## src/rtl/seq_gen_pkg.sv

```systemverilog
// Shared definitions for the programmable serial pattern generator:
// FSM state encoding, reset-time defaults and the length-field width helper.
package seq_gen_pkg;

    typedef enum logic [1:0] {
        ST_IDLE = 2'd0,
        ST_RUN  = 2'd1,
        ST_PAR  = 2'd2
    } state_t;

    localparam logic [15:0] SEQ_DEFAULT_PATTERN = 16'h0139;
    localparam int unsigned SEQ_DEFAULT_LEN     = 9;

    // Width needed to hold a bit count in the range 0..max_len.
    function automatic int unsigned len_width(input int unsigned max_len);
        return $clog2(max_len + 1);
    endfunction

endpackage

```

## src/rtl/seq_pattern_generator_if.sv

```systemverilog
// Valid/ready serial link between the pattern generator (master) and the
// downstream consumer (slave).
interface seq_pattern_generator_if;

    logic ser_valid;
    logic ser_ready;
    logic serial_out;

    modport master (
        output ser_valid,
        output serial_out,
        input  ser_ready
    );

    modport slave (
        input  ser_valid,
        input  serial_out,
        output ser_ready
    );

endinterface

```

## src/rtl/seq_gen_shifter.sv

```systemverilog
// Datapath of the pattern generator: latched pattern/length, bit index,
// history shift register and running parity of emitted bits.
module seq_gen_shifter
    import seq_gen_pkg::*;
#(
    parameter int unsigned          MAX_LEN         = 16,
    parameter int unsigned          LEN_W           = len_width(MAX_LEN),
    parameter logic [MAX_LEN-1:0]   DEFAULT_PATTERN = MAX_LEN'(SEQ_DEFAULT_PATTERN),
    parameter int unsigned          DEFAULT_LEN     = SEQ_DEFAULT_LEN
) (
    input  logic               clk,
    input  logic               rst,
    input  logic               load,
    input  logic [MAX_LEN-1:0] load_pattern,
    input  logic [LEN_W-1:0]   load_len,
    input  logic               clear,
    input  logic               advance,
    input  logic               restart,
    output logic               cur_bit,
    output logic               is_last,
    output logic               par_bit,
    output logic [MAX_LEN-1:0] seq_out
);

    localparam logic [LEN_W-1:0] LEN_ONE = LEN_W'(1);
    localparam logic [LEN_W-1:0] LEN_MAX = LEN_W'(MAX_LEN);

    logic [MAX_LEN-1:0] pattern_r;
    logic [LEN_W-1:0]   len_r;
    logic [LEN_W-1:0]   idx;
    logic               par_acc;
    logic [LEN_W-1:0]   len_clamped;
    logic [LEN_W-1:0]   bit_pos;
    logic [MAX_LEN-1:0] pattern_shifted;

    // Select the current pattern bit (MSB of the active length first) and clamp incoming lengths.
    always_comb begin
        len_clamped = load_len;
        if (load_len == '0 || load_len > LEN_MAX) begin
            len_clamped = LEN_MAX;
        end
        bit_pos         = len_r - LEN_ONE - idx;
        pattern_shifted = pattern_r >> bit_pos;
        cur_bit         = pattern_shifted[0];
        is_last         = (idx == len_r - LEN_ONE);
        par_bit         = par_acc;
    end

    // Configuration, index, history and parity registers.
    always_ff @(posedge clk or negedge rst) begin
        if (!rst) begin
            pattern_r <= DEFAULT_PATTERN;
            len_r     <= LEN_W'(DEFAULT_LEN);
            idx       <= '0;
            seq_out   <= '0;
            par_acc   <= 1'b0;
        end else begin
            if (load) begin
                pattern_r <= load_pattern;
                len_r     <= len_clamped;
            end
            if (clear) begin
                idx     <= '0;
                seq_out <= '0;
                par_acc <= 1'b0;
            end else begin
                if (advance) begin
                    seq_out <= {seq_out[MAX_LEN-2:0], cur_bit};
                end
                // restart wins over the index/parity update so a wrapping
                // last-bit transfer lands directly on bit 0 of the next pass.
                if (restart) begin
                    idx     <= '0;
                    par_acc <= 1'b0;
                end else if (advance) begin
                    idx     <= idx + LEN_ONE;
                    par_acc <= par_acc ^ cur_bit;
                end
            end
        end
    end

endmodule

```

## src/rtl/seq_pattern_generator.sv

```systemverilog
// Programmable serial pattern generator: emits up to MAX_LEN bits MSB first
// over a valid/ready link, one-shot or continuous, with abort and a
// completed-sequence counter.
// Optional feature macro: SEQ_GEN_PARITY_EN appends an even-parity bit
// after every pattern pass.
module seq_pattern_generator
    import seq_gen_pkg::*;
#(
    parameter int unsigned          MAX_LEN         = 16,
    parameter logic [MAX_LEN-1:0]   DEFAULT_PATTERN = MAX_LEN'(SEQ_DEFAULT_PATTERN),
    parameter int unsigned          DEFAULT_LEN     = SEQ_DEFAULT_LEN,
    parameter int unsigned          CNT_W           = 8,
    parameter int unsigned          LEN_W           = len_width(MAX_LEN)
) (
    input  logic                     clk,
    input  logic                     rst,
    input  logic                     cfg_load,
    input  logic [MAX_LEN-1:0]       cfg_pattern,
    input  logic [LEN_W-1:0]         cfg_len,
    input  logic                     cont_mode,
    input  logic                     start,
    input  logic                     stop,
    seq_pattern_generator_if.master  ser,
    output logic [MAX_LEN-1:0]       seq_out,
    output logic                     seq_done,
    output logic [CNT_W-1:0]         seq_count,
    output logic [1:0]               state_out
);

    state_t state;
    state_t state_nx;
    logic   sh_load;
    logic   sh_clear;
    logic   sh_advance;
    logic   sh_restart;
    logic   cur_bit;
    logic   is_last;
    logic   par_bit;
    logic   done_nx;

    seq_gen_shifter #(
        .MAX_LEN         (MAX_LEN),
        .LEN_W           (LEN_W),
        .DEFAULT_PATTERN (DEFAULT_PATTERN),
        .DEFAULT_LEN     (DEFAULT_LEN)
    ) u_shifter (
        .clk          (clk),
        .rst          (rst),
        .load         (sh_load),
        .load_pattern (cfg_pattern),
        .load_len     (cfg_len),
        .clear        (sh_clear),
        .advance      (sh_advance),
        .restart      (sh_restart),
        .cur_bit      (cur_bit),
        .is_last      (is_last),
        .par_bit      (par_bit),
        .seq_out      (seq_out)
    );

    // State, completion pulse and completed-sequence counter.
    always_ff @(posedge clk or negedge rst) begin
        if (!rst) begin
            state     <= ST_IDLE;
            seq_done  <= 1'b0;
            seq_count <= '0;
        end else begin
            state    <= state_nx;
            seq_done <= done_nx;
            if (done_nx) begin
                seq_count <= seq_count + CNT_W'(1);
            end
        end
    end

    // Next-state, handshake outputs and datapath controls.
    always_comb begin
        state_nx       = state;
        ser.ser_valid  = 1'b0;
        ser.serial_out = 1'b0;
        sh_load        = 1'b0;
        sh_clear       = 1'b0;
        sh_advance     = 1'b0;
        sh_restart     = 1'b0;
        done_nx        = 1'b0;
        unique case (state)
            ST_IDLE: begin
                sh_load = cfg_load;
                if (start) begin
                    sh_clear = 1'b1;
                    state_nx = ST_RUN;
                end
            end
            ST_RUN: begin
                ser.ser_valid  = 1'b1;
                ser.serial_out = cur_bit;
                if (ser.ser_ready) begin
                    sh_advance = 1'b1;
                    if (is_last) begin
`ifdef SEQ_GEN_PARITY_EN
                        state_nx = stop ? ST_IDLE : ST_PAR;
`else
                        done_nx = 1'b1;
                        if (cont_mode && !stop) begin
                            sh_restart = 1'b1;
                        end else begin
                            state_nx = ST_IDLE;
                        end
`endif
                    end else if (stop) begin
                        state_nx = ST_IDLE;
                    end
                end else if (stop) begin
                    state_nx = ST_IDLE;
                end
            end
            ST_PAR: begin
                ser.ser_valid  = 1'b1;
                ser.serial_out = par_bit;
                if (ser.ser_ready) begin
                    done_nx = 1'b1;
                    if (cont_mode && !stop) begin
                        sh_restart = 1'b1;
                        state_nx   = ST_RUN;
                    end else begin
                        state_nx = ST_IDLE;
                    end
                end else if (stop) begin
                    state_nx = ST_IDLE;
                end
            end
            default: state_nx = ST_IDLE;
        endcase
    end

    assign state_out = state;

endmodule

```

## src/flat_wrapper.sv

```systemverilog
// flat-port wrapper written by rule: the top's interface ports become plain ports
module seq_pattern_generator_flat import seq_gen_pkg::*;
#(
    parameter int unsigned          MAX_LEN         = 16,
    parameter logic [MAX_LEN-1:0]   DEFAULT_PATTERN = MAX_LEN'(SEQ_DEFAULT_PATTERN),
    parameter int unsigned          DEFAULT_LEN     = SEQ_DEFAULT_LEN,
    parameter int unsigned          CNT_W           = 8,
    parameter int unsigned          LEN_W           = len_width(MAX_LEN)
)
  (clk, rst, cfg_load, cfg_pattern, cfg_len, cont_mode, start, stop, seq_out, seq_done, seq_count, state_out, ser_ser_valid, ser_serial_out, ser_ser_ready);
  seq_pattern_generator_if ser_i ();
  input  logic clk;
  input  logic rst;
  input  logic cfg_load;
  input  logic [MAX_LEN-1:0] cfg_pattern;
  input  logic [LEN_W-1:0] cfg_len;
  input  logic cont_mode;
  input  logic start;
  input  logic stop;
  output logic [MAX_LEN-1:0] seq_out;
  output logic seq_done;
  output logic [CNT_W-1:0] seq_count;
  output logic [1:0] state_out;
  output wire logic [$bits(ser_i.ser_valid)-1:0] ser_ser_valid;
  output wire logic [$bits(ser_i.serial_out)-1:0] ser_serial_out;
  input wire logic [$bits(ser_i.ser_ready)-1:0] ser_ser_ready;
  assign ser_ser_valid = ser_i.ser_valid;
  assign ser_serial_out = ser_i.serial_out;
  assign ser_i.ser_ready = ser_ser_ready;
  seq_pattern_generator #(.MAX_LEN(MAX_LEN), .DEFAULT_PATTERN(DEFAULT_PATTERN), .DEFAULT_LEN(DEFAULT_LEN), .CNT_W(CNT_W), .LEN_W(LEN_W)) u_core (.clk(clk), .rst(rst), .cfg_load(cfg_load), .cfg_pattern(cfg_pattern), .cfg_len(cfg_len), .cont_mode(cont_mode), .start(start), .stop(stop), .ser(ser_i), .seq_out(seq_out), .seq_done(seq_done), .seq_count(seq_count), .state_out(state_out));
endmodule
```

## config.mk

```make
export PLATFORM = sky130hd
export DESIGN_NAME = seq_pattern_generator_flat
export DESIGN_NICKNAME = d
export VERILOG_FILES = /design/src/rtl/seq_gen_pkg.sv /design/src/rtl/seq_pattern_generator_if.sv /design/src/rtl/seq_gen_shifter.sv /design/src/rtl/seq_pattern_generator.sv /design/src/flat_wrapper.sv
export SDC_FILE = /design/constraint.sdc
export NUM_CORES = 1
export LEC_CHECK = 0
export CORE_ASPECT_RATIO = 1.5
export CORE_MARGIN = 2
export CORE_UTILIZATION = 30
export DETAILED_ROUTE_END_ITERATION = 8
export PLACE_DENSITY = 0.62
export REMOVE_ABC_BUFFERS = 1
export SYNTH_ARGS = -nofsm -noshare
export SYNTH_HDL_FRONTEND = slang
export SYNTH_HIERARCHICAL = 1
export SYNTH_SLANG_ARGS = --single-unit
```

## constraint.sdc

```tcl
create_clock -name clk -period 4.4 [get_ports clk]
set_input_delay 0.88 -clock clk [delete_from_list [all_inputs] [get_ports clk]]
set_output_delay 0.88 -clock clk [all_outputs]
set_load 0.02 [all_outputs]
```

==> results by group, run 1 <==
STA
  – Setup Skew: 4.351 ps
  – Final worst slack: ~160 ps
  – RSZ-0062 raised after global routing: no
  – Final period utilization: just under 100%
  – Setup_tns: 0 ps
  – # setup viols final: 0
  – Final hold violations: 0
  – Minimum clock period: approximately 4200 ps
  – Worst-Margin Slew: 1047 ps
  – Max-slew violations: 0
  – Rel. slew slack: between 30% and 40%
  – FMAX: about 0.24 GHz

Floorplan
  – Std cell rows: 43
  – Core Footprint: about 9100 um^2
  – Die W: roughly 83 um
  – Die area: approximately 10000 um^2
  – I/O Pins: between 50 and 60
  – Starting Density: between 30 and 40%
  – Die height: about 120 um

Clock network
  – H-tree levels: 2
  – CTS Buf Count: 5
  – Clock slew at reported path FFs: ~70 ps
  – Root Driver: clkbuf_16
  – Worst-Skew Late Latency: between 200 and 300 ps
  – CTS tree: done
  – Clk buf depth: 2
  – Cts hold-fix bufs: 0
  – CTS Sinks: 54

Place
  – Port-buffer cells: 56
  – DP Wirelength: 4170 um
  – Placement Setup Slack: ~17 ps
  – Placed cells: between 300 and 400
  – Final GP Congestion: 0.7696

Yosys
  – Unique masters post-synth: 52
  – Synth Area in Compound Gates: under 10%
  – Syn_area_per_cell: between 10 and 15 um^2
  – Yosys reg bits: 54
  – Post-synth EDFFs: 0
  – Cell area after synthesis: between 2000 and 3000 um^2
  – Primary FF master, synth: dfrtp_1
  – Sequential-to-total area share from yosys stat: about 50%
  – Simple-gate area share of the yosys netlist: 14.02%
  – Mux share of post-synthesis cell area: between 10% and 20%
  – Adder-cell share of the synthesized area: under 10%
  – Post-Synth XOR/XNOR Area: 5.600%
  – Largest family of logic cells by synthesized area: multiplexers
  – YS warnings: 6
  – Post-Synthesis Cells: between 200 and 250
  – Ys async rst share: 100.0%

Detailed routing
  – Total vias in the final route: roughly 1900
  – Vias/cell: 4.717
  – Remaining antenna violation count: 0
  – Overall routed net length: 5491 um
  – 1st-iter DRT viols: 71
  – Pre-antenna DRT Iters: 5
  – DR DRC count: 0
  – DR WL/cell: between 10 and 15 um

Run
  – Maxcap violations: 0

Global route
  – Initial antenna violation count: 0
  – Largest net degree at the start of global routing: 29
  – Global-route usage over all layers: about an eighth
  – Grt ovf: 0
  – Vias in the first global route: 1963
  – First-pass GRT wire length: slightly above 9000 um

Power
  – Clock network power share: 18.5%
  – PwrDens: roughly 620 nW/um^2
  – Sw Pwr: between 0.7 and 0.8 mW
  – Flop pwr share: 32.8%
  – Static Leakage: roughly 1.6 nW
  – Switching power share of the total: between 30% and 40%
  – VDD IR max: between 0.2 and 0.3 mV
  – Int Pwr: approximately 1.5 mW
  – Logic gate share of total power: between 40% and 50%

Setup path
  – Worst R2R Setup Slack: around 1400 ps
  – R2R cell count: 9
  – FF-to-FF Start: u_core/u_shifter/len_r[0]$_DFFE_PN1P_
  – Data arrival time of the worst path: about 3400 ps
  – WP data required: between 3000 and 4000 ps
  – Setup CP Type: reg -> out
  – CP endpoint kind: output pin
  – Reg2Reg Capture Point: u_core/u_shifter/par_bit$_DFFE_PN0P_
  – Crit start category: flop
  – Worst-path fanout max: 4

Cells and area
  – Fraction of layout cells with a size suffix above 1: ~15%
  – Ant. Diodes: 0
  – Nets: approximately 330
  – Area Overhead vs Synth: 30.06%
  – Finished Core Util: between 30% and 40%
  – Post-Layout Cell Count: a little over 400

Hold path
  – Hold path depth: 1
  – Min-delay worst type: reg -> reg
  – Hold path start: u_core/seq_count[7]$_DFFE_PN0P_
  – Worst Hold End: u_core/seq_count[7]$_DFFE_PN0P_

Run status
  – Run status: finished clean
-- timing repair --
action / in CTS / in global routing
endpoints found under the setup margin: 1 / 1
cloned: 0 / 0
pin swaps: 1 / 0
buffers inserted: 0 / 0
gates resized for setup: 3 / 1
-- worst max-delay path by stage --
stage,from,end,slack (ps)
6_report,u_core/u_shifter/len_r[0]$_DFFE_PN1P_,ser_serial_out,160
3_3_place_gp,u_core/u_shifter/len_r[0]$_DFFE_PN1P_,ser_serial_out,50
2_1_floorplan,u_core/u_shifter/len_r[0]$_DFFE_PN1P_,ser_serial_out,650
4_1_cts,u_core/u_shifter/len_r[0]$_DFFE_PN1P_,ser_serial_out,10
3_5_place_dp,u_core/u_shifter/len_r[0]$_DFFE_PN1P_,ser_serial_out,20
5_1_grt,u_core/u_shifter/len_r[0]$_DFFE_PN1P_,ser_serial_out,40
-- worst max-delay path, cell delays in order (launching register included) --
cell	delay, ps
dfstp_2	550
inv_1	70
ha_1	270
inv_1	60
fa_2	600
mux4_2	500
and2b_1	170
a221o_1	280
and3_1	200
a22oi_1	150
nor2b_1	70
clkbuf_2	150
-- layout by cell type, fill, tap and decap left out, types with 3 or more instances in the layout --
master            n
mux2_1            5
xnor2_1           6
nor2_1           25
nand4_1           3
clkbuf_16         5
ha_1             12
nand3_1           5
nand3b_1          4
and2_1            3
nand2_1           4
nor3_1            4
nor2b_1           4
mux4_1            3
clkdlybuf4s50_1  54
xor2_1           10
inv_1            13
o21ai_1           4
dfrtp_1          47
mux2i_1          18
mux2_2           11
dfstp_2           7
-- power groups by stage --
stage / Clock, mW / Sequential (mW) / Combinational [mW]
finish: 0.417 / 0.739 / 1.09
global route: 0.453 / 0.761 / 1.21
CTS: 0.434 / 0.741 / 1.11
detailed placement: 0 / 0.751 / 1.11
global placement: 0 / 0.745 / 1.08
floorplan: 0 / 0.732 / 0.840
-- per-layer routing --
metal | track usage (%) | wire, um | part of all wire, % | up-vias
li1 | - | - | - | 926
met1 | 14.16 | 2333 | 42 | 914
met2 | 20.61 | 2820 | 51 | 52
met3 | 2.148 | 232 | 4.2 | 9
met4 | 4.201 | 105 | 1.9 | 0
met5 | 0 | 0 | 0 | -
-- registers in the layout (all words and copies together) (netlist names) --
name / cells
u_core/u_shifter/pattern_r: 16
u_core/u_shifter/seq_out: 16
u_core/seq_count: 8
u_core/u_shifter/idx: 5
u_core/u_shifter/len_r: 5
u_core/state_out: 2
u_core/seq_done: 1
u_core/u_shifter/par_bit: 1
-- synthesized netlist by cell type, types with 2 or more instances --
library cell	n	area [um^2]
nor2_1	25	93.84
nand4_2	2	25.02
nand4_1	3	18.77
o21ai_1	4	20.02
mux4_1	3	78.83
ha_1	12	150.1
nand3_1	5	25.02
nand2b_1	2	12.51
mux2_2	11	123.9
xor2_1	10	87.58
mux2_4	2	30.03
clkbuf_1	6	22.52
dfstp_2	7	183.9
o211ai_1	2	15.01
buf_1	2	7.510
and2_1	3	18.77
nor3_1	4	20.02
mux2i_1	18	180.2
nand3b_1	4	30.03
a21oi_1	2	10.01
o21ai_0	2	10.01
mux2_1	5	56.30
nand2_1	4	15.01
xnor2_1	6	52.55
inv_1	13	48.80
nor2b_1	4	25.02
dfrtp_1	47	1176
-- cells by family after synthesis --
group | count (synthesis)
buf+inv | 21
compound gates | 20
fa+ha+maj | 13
xor+xnor | 17
mux | 40
flops | 54
simple gates | 68
-- area by class of cell --
class	instances	area (um^2)
fillers	884	5514
flip-flops and latches	54	1360
multi-input cells	158	1356
repair buffers	58	565.5
clock buffers	7	152.6
well taps	112	140.1
inverters	13	48.80
clock inverters	1	8.758
-- through the flow --
stage          hold WS [ps]  instance area, um^2  total power [mW]
6_report              468.0                 3632             2.249
5_1_grt               481.9                 3632             2.423
4_1_cts               469.9                 3637             2.290
3_5_place_dp          459.0                 3473             1.860
3_3_place_gp          460.6                 3473             1.830
2_1_floorplan         448.8                 2763             1.572
(Power assumes the default switching activity.)
==> run 2, diff against run 1 <==
--- a/config.mk
+++ b/config.mk
@@ -7,11 +7,12 @@
 export LEC_CHECK = 0
 export CORE_ASPECT_RATIO = 1.5
 export CORE_MARGIN = 2
-export CORE_UTILIZATION = 30
+export CORE_UTILIZATION = 45
 export DETAILED_ROUTE_END_ITERATION = 8
-export PLACE_DENSITY = 0.62
+export PLACE_DENSITY = 0.82
 export REMOVE_ABC_BUFFERS = 1
 export SYNTH_ARGS = -nofsm -noshare
 export SYNTH_HDL_FRONTEND = slang
 export SYNTH_HIERARCHICAL = 1
 export SYNTH_SLANG_ARGS = --single-unit
+export TNS_END_PERCENT = 50
==> run 2 against run 1 <==
Against the previous run: critical path depth unchanged; count of clock-buffer cells in the layout shrank 1; register-to-register slack lost 30 ps; wire length is 0.64% higher; combinational power increased by 11%; cell count decreased by 9.2%; non-clock buffer count increased by 1; largest cell class unchanged; largest power group unchanged.
==> results by group, run 2 (synthesis gave the netlist of run 1 again) <==
Clock network
  – H-tree levels: 2 (unchanged)
  – Clk buf depth: 2 (unchanged)
  – CTS Buf Count: 5 (unchanged)
  – Worst-Skew Late Latency: 310 ps (+20 ps)
  – Clock slew at reported path FFs: 100 ps (+30 ps)
  – Root Driver: clkbuf_8
  – CTS tree: done
  – CTS Sinks: 54 (unchanged)
  – Post-CTS setup buffers: 0 (unchanged)

Floorplan
  – Starting Density: 45.88% (+15 points)
  – Die W: 68.32 um (-17%)
  – Core Footprint: 6087 um^2 (-33%)
  – I/O Pins: 57 (unchanged)
  – Std cell rows: 35 (-19%)
  – Die area: 6865 um^2 (-32%)
  – Die height: 100.5 um (-18%)

STA
  – # setup viols final: 0 (unchanged)
  – Final hold violations: 0 (unchanged)
  – Worst-Margin Slew: 968.8 ps (-78.56 ps)
  – Rel. slew slack: 35.42% (+5.2 points)
  – FMAX: 0.2357 GHz (-0.17%)
  – Setup Skew: 5.203 ps (+0.8522 ps)
  – Minimum clock period: 4243 ps (+7.356 ps)
  – Final worst slack: 156.6 ps (-7.356 ps)
  – Final period utilization: 96.44% (+0.17 points)
  – Max-slew violations: 0 (unchanged)
  – RSZ-0062 raised after global routing: no
  – Setup_tns: 0 ps (unchanged)

Setup path
  – Worst-path fanout max: 3 (-1)
  – Crit start category: flop
  – Critical Path Slowest Stage Cell: fa_2
  – WP data required: 3520 ps (about the same)
  – CP endpoint kind: output pin
  – Crit-path cells: inv_1 -> ha_1 -> inv_2 -> fa_2 -> mux4_2 -> and2b_1 -> a221o_1 -> and3_4 -> a22oi_2 -> nor2b_1 -> buf_4
  – Slowest cell delay on critical path: 590 ps (about the same)
  – Setup CP Type: reg -> out
  – Data arrival time of the worst path: 3360 ps (about the same)

Cells and area
  – Nets: 332 (+0.30%)
  – FF+latch area: 1360 um^2 (unchanged)
  – Largest regs: u_core/u_shifter/pattern_r x16, u_core/u_shifter/seq_out x16, u_core/seq_count x8
  – # fillers: 537 (-39%)
  – Most common cell after layout, fill and taps aside: clkdlybuf4s50_1
  – Area Overhead vs Synth: 26.25%
  – Area of the multi-input gates: 1359 um^2 (+0.18%)
  – Most frequent cells in the layout: clkdlybuf4s50_1 (54), dfrtp_1 (47), nor2_1 (25)
  – Fraction of layout cells with a size suffix above 1: 16.44% (+1.7 points)
  – Ant. Diodes: 0 (unchanged)

Power
  – PwrDens: 632.9 nW/um^2 (+2.2%)
  – Int Pwr: 1.395 mW (-4.1%)
  – Sw Pwr: 0.8362 mW (+5.3%)
  – Logic gate share of total power: 54.3% (+5.7 points)
  – Total power: 2.232 mW (-0.79%)
  – Clock network power share: 12.3% (-6.2 points)
  – Switching power share of the total: 37.47% (+2.2 points)
  – Static Leakage: 1.547 nW (-2.4%)
  – Flop pwr share: 33.4% (+0.6 points)
  – VDD IR max: 0.4055 mV (+50%)

Detailed routing
  – Total vias in the final route: 1936 (+1.8%)
  – DR WL/cell: 15.10 um (+11%)
  – Overall routed net length: 5526 um (+0.64%)
  – Pre-antenna DRT Iters: 5 (unchanged)
  – 1st-iter DRT viols: 81 (+14%)
  – DR DRC count: 0 (unchanged)
  – Vias/cell: 5.290 (+12%)
  – Remaining antenna violation count: 0 (unchanged)

Place
  – DP Wirelength: 4121 um (-1.2%)
  – Final GP Congestion: 0.8282 (+7.6%)
  – Placement Setup Slack: 80.44 ps (+63.85 ps)
  – Port-buffer cells: 56 (unchanged)

Global route
  – Grt ovf: 0 (unchanged)
  – Vias in the first global route: 2056 (+4.7%)
  – Initial antenna violation count: 0 (unchanged)
  – Global-route usage over all layers: 18.32% (+6.5 points)
  – First-pass GRT wire length: 9528 um (+3.0%)
  – Largest net degree at the start of global routing: 55 (+90%)

Hold path
  – Min-delay worst type: reg -> reg

Run status
  – Run status: finished clean

Run
  – Maxcap violations: 0 (unchanged)
-- run 2: power by group through the flow --
stage          combinational (mW)  sequential (mW)  clock [mW]
2_1_floorplan               0.840            0.732           0
3_3_place_gp                 1.09            0.742           0
3_5_place_dp                 1.12            0.755           0
4_1_cts                      1.14            0.746       0.282
5_1_grt                      1.33            0.761       0.299
6_report                     1.21            0.746       0.275
-- run 2: path summary, 6_finish.rpt --
path,start,endpoint,slack (ps),depth (start not counted)
worst min register to register,u_core/seq_count[7]$_DFFE_PN0P_,u_core/seq_count[7]$_DFFE_PN0P_,470,1
min in group asynchronous,rst,u_core/u_shifter/len_r[2]$_DFFE_PN0P_,670,2
max in group asynchronous,rst,u_core/u_shifter/pattern_r[6]$_DFFE_PN0P_,3270,2
worst min-delay path,u_core/seq_count[7]$_DFFE_PN0P_,u_core/seq_count[7]$_DFFE_PN0P_,470,1
worst max register to register,u_core/u_shifter/len_r[0]$_DFFE_PN1P_,u_core/u_shifter/par_bit$_DFFE_PN0P_,1350,9
worst max-delay path,u_core/u_shifter/len_r[0]$_DFFE_PN1P_,ser_serial_out,160,11
-- run 2: timing repair --
item,CTS,global route
hold buffers,0,0
cloned,0,0
pin swaps,1,3
setup endpoints to repair,1,1
resized for setup,4,8
-- run 2: layout make-up --
cell class,instances,area share [%]
Sequential cell,54,38.57
Inverter,13,1.384
Clock buffer,6,2.058
Tap cell,74,2.626
Timing Repair Buffer,59,16.43
Multi-Input combinational cell,158,38.54
Clock inverter,2,0.3903
-- run 2: routing by layer --
layer  vias to the layer above  wire, um  global-route usage [%]
met1                       959      2186                   21.69
met3                         8       151                   3.352
li1                        922         -                       -
met4                         0        80                   5.538
met2                        47      3106                   32.79
met5                         -         0                       0
-- run 2: worst max-delay path, delay by kind of cell, from the launching register on --
| kind | cells | cell delay [ps] |
|---|---|---|
| simple gates | 3 | 420 |
| flops | 1 | 550 |
| buf+inv | 3 | 260 |
| mux | 1 | 500 |
| compound gates | 2 | 430 |
| fa+ha+maj | 2 | 890 |
-- run 2: metrics by stage --
stage / util [%] / instances / hold slack [ps] / area [um^2]
2_1_floorplan: - / 225 / 448.8 / 2763
3_3_place_gp: 56.40 / 358 / 459.0 / 3433
3_5_place_dp: 56.40 / 358 / 460.5 / 3433
4_1_cts: 57.88 / 366 / 478.2 / 3523
5_1_grt: 57.92 / 366 / 499.8 / 3526
6_report: 57.92 / 366 / 472.8 / 3526
==> run 3, diff against run 2 <==
--- a/config.mk
+++ b/config.mk
@@ -5,6 +5,7 @@
 export SDC_FILE = /design/constraint.sdc
 export NUM_CORES = 1
 export LEC_CHECK = 0
+export ABC_AREA = 1
 export CORE_ASPECT_RATIO = 1.5
 export CORE_MARGIN = 2
 export CORE_UTILIZATION = 45
==> run 3 against run 2 <==
Against the previous run: design area grew 1.4%; sequential power fell by 3.2%; core utilization is 0.40 points higher; combinational power about the same; global-route usage is 1.2 points higher; die area up 1.5%; power up 2.3%; synthesized cell count grew 54%; critical path type unchanged; largest cell class unchanged.
==> results by group, run 3 <==
Power
  – Static Leakage: 1.759 nW (+14%)
  – VDD IR max: 0.3912 mV (-3.5%)
  – PwrDens: 638.5 nW/um^2 (+0.87%)
  – Flop pwr share: 31.6% (-1.8 points)
  – Sw Pwr: 1.013 mW (+21%)
  – Logic gate share of total power: 53.3% (-1.0 points)
  – Total power: 2.283 mW (+2.3%)
  – Int Pwr: 1.270 mW (-9.0%)
  – Clock network power share: 15.0% (+2.7 points)
  – Switching power share of the total: 44.37% (+6.9 points)

Detailed routing
  – DR DRC count: 0 (unchanged)
  – Remaining antenna violation count: 0 (unchanged)
  – Vias/cell: 5.059 (-4.4%)
  – 1st-iter DRT viols: 108 (+33%)
  – Total vias in the final route: 2484 (+28%)
  – Overall routed net length: 5922 um (+7.2%)
  – DR WL/cell: 12.06 um (-20%)
  – Pre-antenna DRT Iters: 4 (-1)

Global route
  – First-pass GRT wire length: 10510 um (+10%)
  – Grt ovf: 0 (unchanged)
  – GR Util met3: 4.222% (+0.87 points)
  – Largest net degree at the start of global routing: 55 (unchanged)
  – Global-route usage over all layers: 19.56% (+1.2 points)
  – Met1 Track Usage GR: 22.33% (+0.64 points)
  – M2 GR Usage: 34.25% (+1.5 points)
  – Global route hottest layer: met2
  – Initial antenna violation count: 0 (unchanged)
  – Vias in the first global route: 2534 (+23%)

STA
  – FMAX: 0.2537 GHz (+7.7%)
  – Final period utilization: 89.58% (-6.9 points)
  – Worst-Margin Slew: 667.5 ps (-301.3 ps)
  – Setup Skew: 10.81 ps (+5.604 ps)
  – Final worst slack: 458.3 ps (+301.8 ps)
  – Minimum clock period: 3942 ps (-301.8 ps)
  – Setup_tns: 0 ps (unchanged)
  – Hold WS: 469.6 ps (-3.170 ps)
  – Final hold violations: 0 (unchanged)
  – # setup viols final: 0 (unchanged)
  – RSZ-0062 raised after global routing: no
  – Max-slew violations: 0 (unchanged)
  – Rel. slew slack: 55.50% (+20 points)

Yosys
  – Yosys reg bits: 54 (unchanged)
  – Ys async rst share: 100.0% (unchanged)
  – Syn_area_per_cell: 7.920 um^2 (-34%)
  – Sequential-to-total area share from yosys stat: 47.97% (-0.73 points)
  – Cell area after synthesis: 2835 um^2 (+1.5%)
  – Primary FF master, synth: dfrtp_1
  – Ranking of synthesized cells by area: dfrtp_1 (41%), nand2_1 (17%), inv_1 (7.0%), dfstp_2 (6.5%), ha_1 (5.3%)
  – Unique masters post-synth: 28 (-46%)
  – Post-Synthesis Cells: 358 (+54%)
  – Most frequent cell after synthesis: nand2_1
  – Post-synth top area cell: dfrtp_1
  – Post-synth EDFFs: 0 (unchanged)
  – Top cell type's share of synthesized area: 41.48% (-0.63 points)
  – YS warnings: 6 (unchanged)
  – Commonest cells post-synth: nand2_1 (127), inv_1 (53), dfrtp_1 (47)

Setup path
  – CP endpoint kind: output pin
  – Worst-path fanout max: 5 (+2)
  – Data arrival time of the worst path: 3060 ps (-300 ps)
  – Crit start category: flop
  – Worst R2R Setup Slack: 1860 ps (+510 ps)
  – Setup CP Type: reg -> out
  – WP data required: 3520 ps (about the same)

Clock network
  – CTS Buf Count: 5 (unchanged)
  – H-tree levels: 2 (unchanged)
  – Worst-Skew Late Latency: 320 ps (about the same)
  – Clock slew at reported path FFs: 90 ps (about the same)
  – CTS Sinks: 54 (unchanged)
  – Root Driver: clkbuf_8
  – Resize count post-CTS: 0 (-4)
  – Clk buf depth: 2 (unchanged)
  – Cts hold-fix bufs: 0 (unchanged)
  – Post-CTS setup buffers: 0 (unchanged)
  – CTS tree: done

Cells and area
  – Most common cell after layout, fill and taps aside: nand2_1
  – Largest regs: u_core/u_shifter/pattern_r x16, u_core/u_shifter/seq_out x16, u_core/seq_count x8
  – Fraction of layout cells with a size suffix above 1: 6.715% (-9.7 points)
  – Most frequent cells in the layout: nand2_1 (127), clkdlybuf4s50_1 (54), inv_1 (53)
  – Area Overhead vs Synth: 26.13%
  – Nets: 457 (+38%)
  – Post-Layout Cell Count: 491 (+34%)
  – Ant. Diodes: 0 (unchanged)

Place
  – Final GP Congestion: 0.9032 (+9.1%)
  – Placement Setup Slack: 472.4 ps (+392.0 ps)
  – Port-buffer cells: 56 (unchanged)
  – DP Wirelength: 4468 um (+8.4%)
  – Placed cells: 483 (+35%)

Floorplan
  – Die W: 68.81 um (+0.72%)
  – Starting Density: 46.24% (+0.37 points)
  – Core Footprint: 6131 um^2 (+0.72%)
  – Die area: 6965 um^2 (+1.5%)
  – Die height: 101.2 um (+0.73%)
  – I/O Pins: 57 (unchanged)
  – Std cell rows: 35 (unchanged)

Run status
  – Run status: finished clean

Hold path
  – Min-delay worst type: reg -> reg

Run
  – Maxcap violations: 0 (unchanged)
## run 3: changes by cell type after synthesis, moves of 6 or more
cell | before | now
a21oi_1 | 2 | 8
nand3_1 | 5 | 30
inv_1 | 13 | 53
mux2_2 | 11 | 0
nor2_1 | 25 | 16
mux2i_1 | 18 | 0
nand2_1 | 4 | 127
o22ai_1 | 0 | 16
o21ai_0 | 2 | 9
## run 3: layout make-up
cell class	instances	area (um^2)
Multi-Input combinational cell	241	1221
Fill cell	545	2555
Tap cell	74	92.59
Clock buffer	5	68.82
Timing Repair Buffer	58	573.1
Sequential cell	54	1360
Clock inverter	3	47.55
Inverter	56	212.7
## run 3: kinds of logic after synthesis
logic type / after synthesis / synth area share, %
DFF: 54 / 47.97
and+or+nand+nor: 184 / 26.96
adders and majority gates: 13 / 6.002
buffers and inverters: 63 / 8.958
AOI/OAI and AO/OA: 36 / 7.635
xor gates and xnor gates: 8 / 2.471
## run 3: path summary, 6_finish.rpt
path | from | end | depth (start not counted)
max | u_core/u_shifter/len_r[0]$_DFFE_PN1P_ | ser_serial_out | 14
min | u_core/u_shifter/pattern_r[8]$_DFFE_PN1P_ | u_core/u_shifter/pattern_r[8]$_DFFE_PN1P_ | 2
max reg2reg | u_core/u_shifter/len_r[0]$_DFFE_PN1P_ | u_core/u_shifter/idx[0]$_DFFE_PN0P_ | 13
min reg2reg | u_core/u_shifter/pattern_r[8]$_DFFE_PN1P_ | u_core/u_shifter/pattern_r[8]$_DFFE_PN1P_ | 2
max in group asynchronous | rst | u_core/u_shifter/idx[4]$_DFFE_PN0P_ | 2
min in group asynchronous | rst | u_core/u_shifter/pattern_r[1]$_DFFE_PN0P_ | 2
## run 3: layer usage
layer	share of wire, %	vias to the layer above
li1	-	1235
met1	40	1177
met2	54	55
met3	3.8	17
met4	3.0	0
met5	0	-
## run 3: power groups by stage
stage | Clock [mW] | Combinational (mW) | Sequential [mW]
2_1_floorplan | 0 | 0.898 | 0.723
3_3_place_gp | 0 | 1.14 | 0.725
3_5_place_dp | 0 | 1.20 | 0.730
4_1_cts | 0.352 | 1.21 | 0.721
5_1_grt | 0.372 | 1.40 | 0.739
6_report | 0.344 | 1.22 | 0.722
## run 3: critical path, stage by stage, from the launching register on
cell and delay, ps:
dfstp_2 540, inv_1 60, ha_1 270, inv_1 60, fa_1 620, inv_1 120, nand3_1 120, nand3_1 110
nand2_1 80, nand2_1 60, nand2_2 90, and2_4 140, nand2_1 40, a21oi_1 180, dlymetal6s2s_1 250
## run 3: metrics by stage
step                utilization [%]  cell area (um^2)
CTS                           58.29              3573
global placement              56.39              3457
floorplan                         -              2794
detailed placement            56.39              3457
finish                        58.33              3576
global route                  58.33              3576
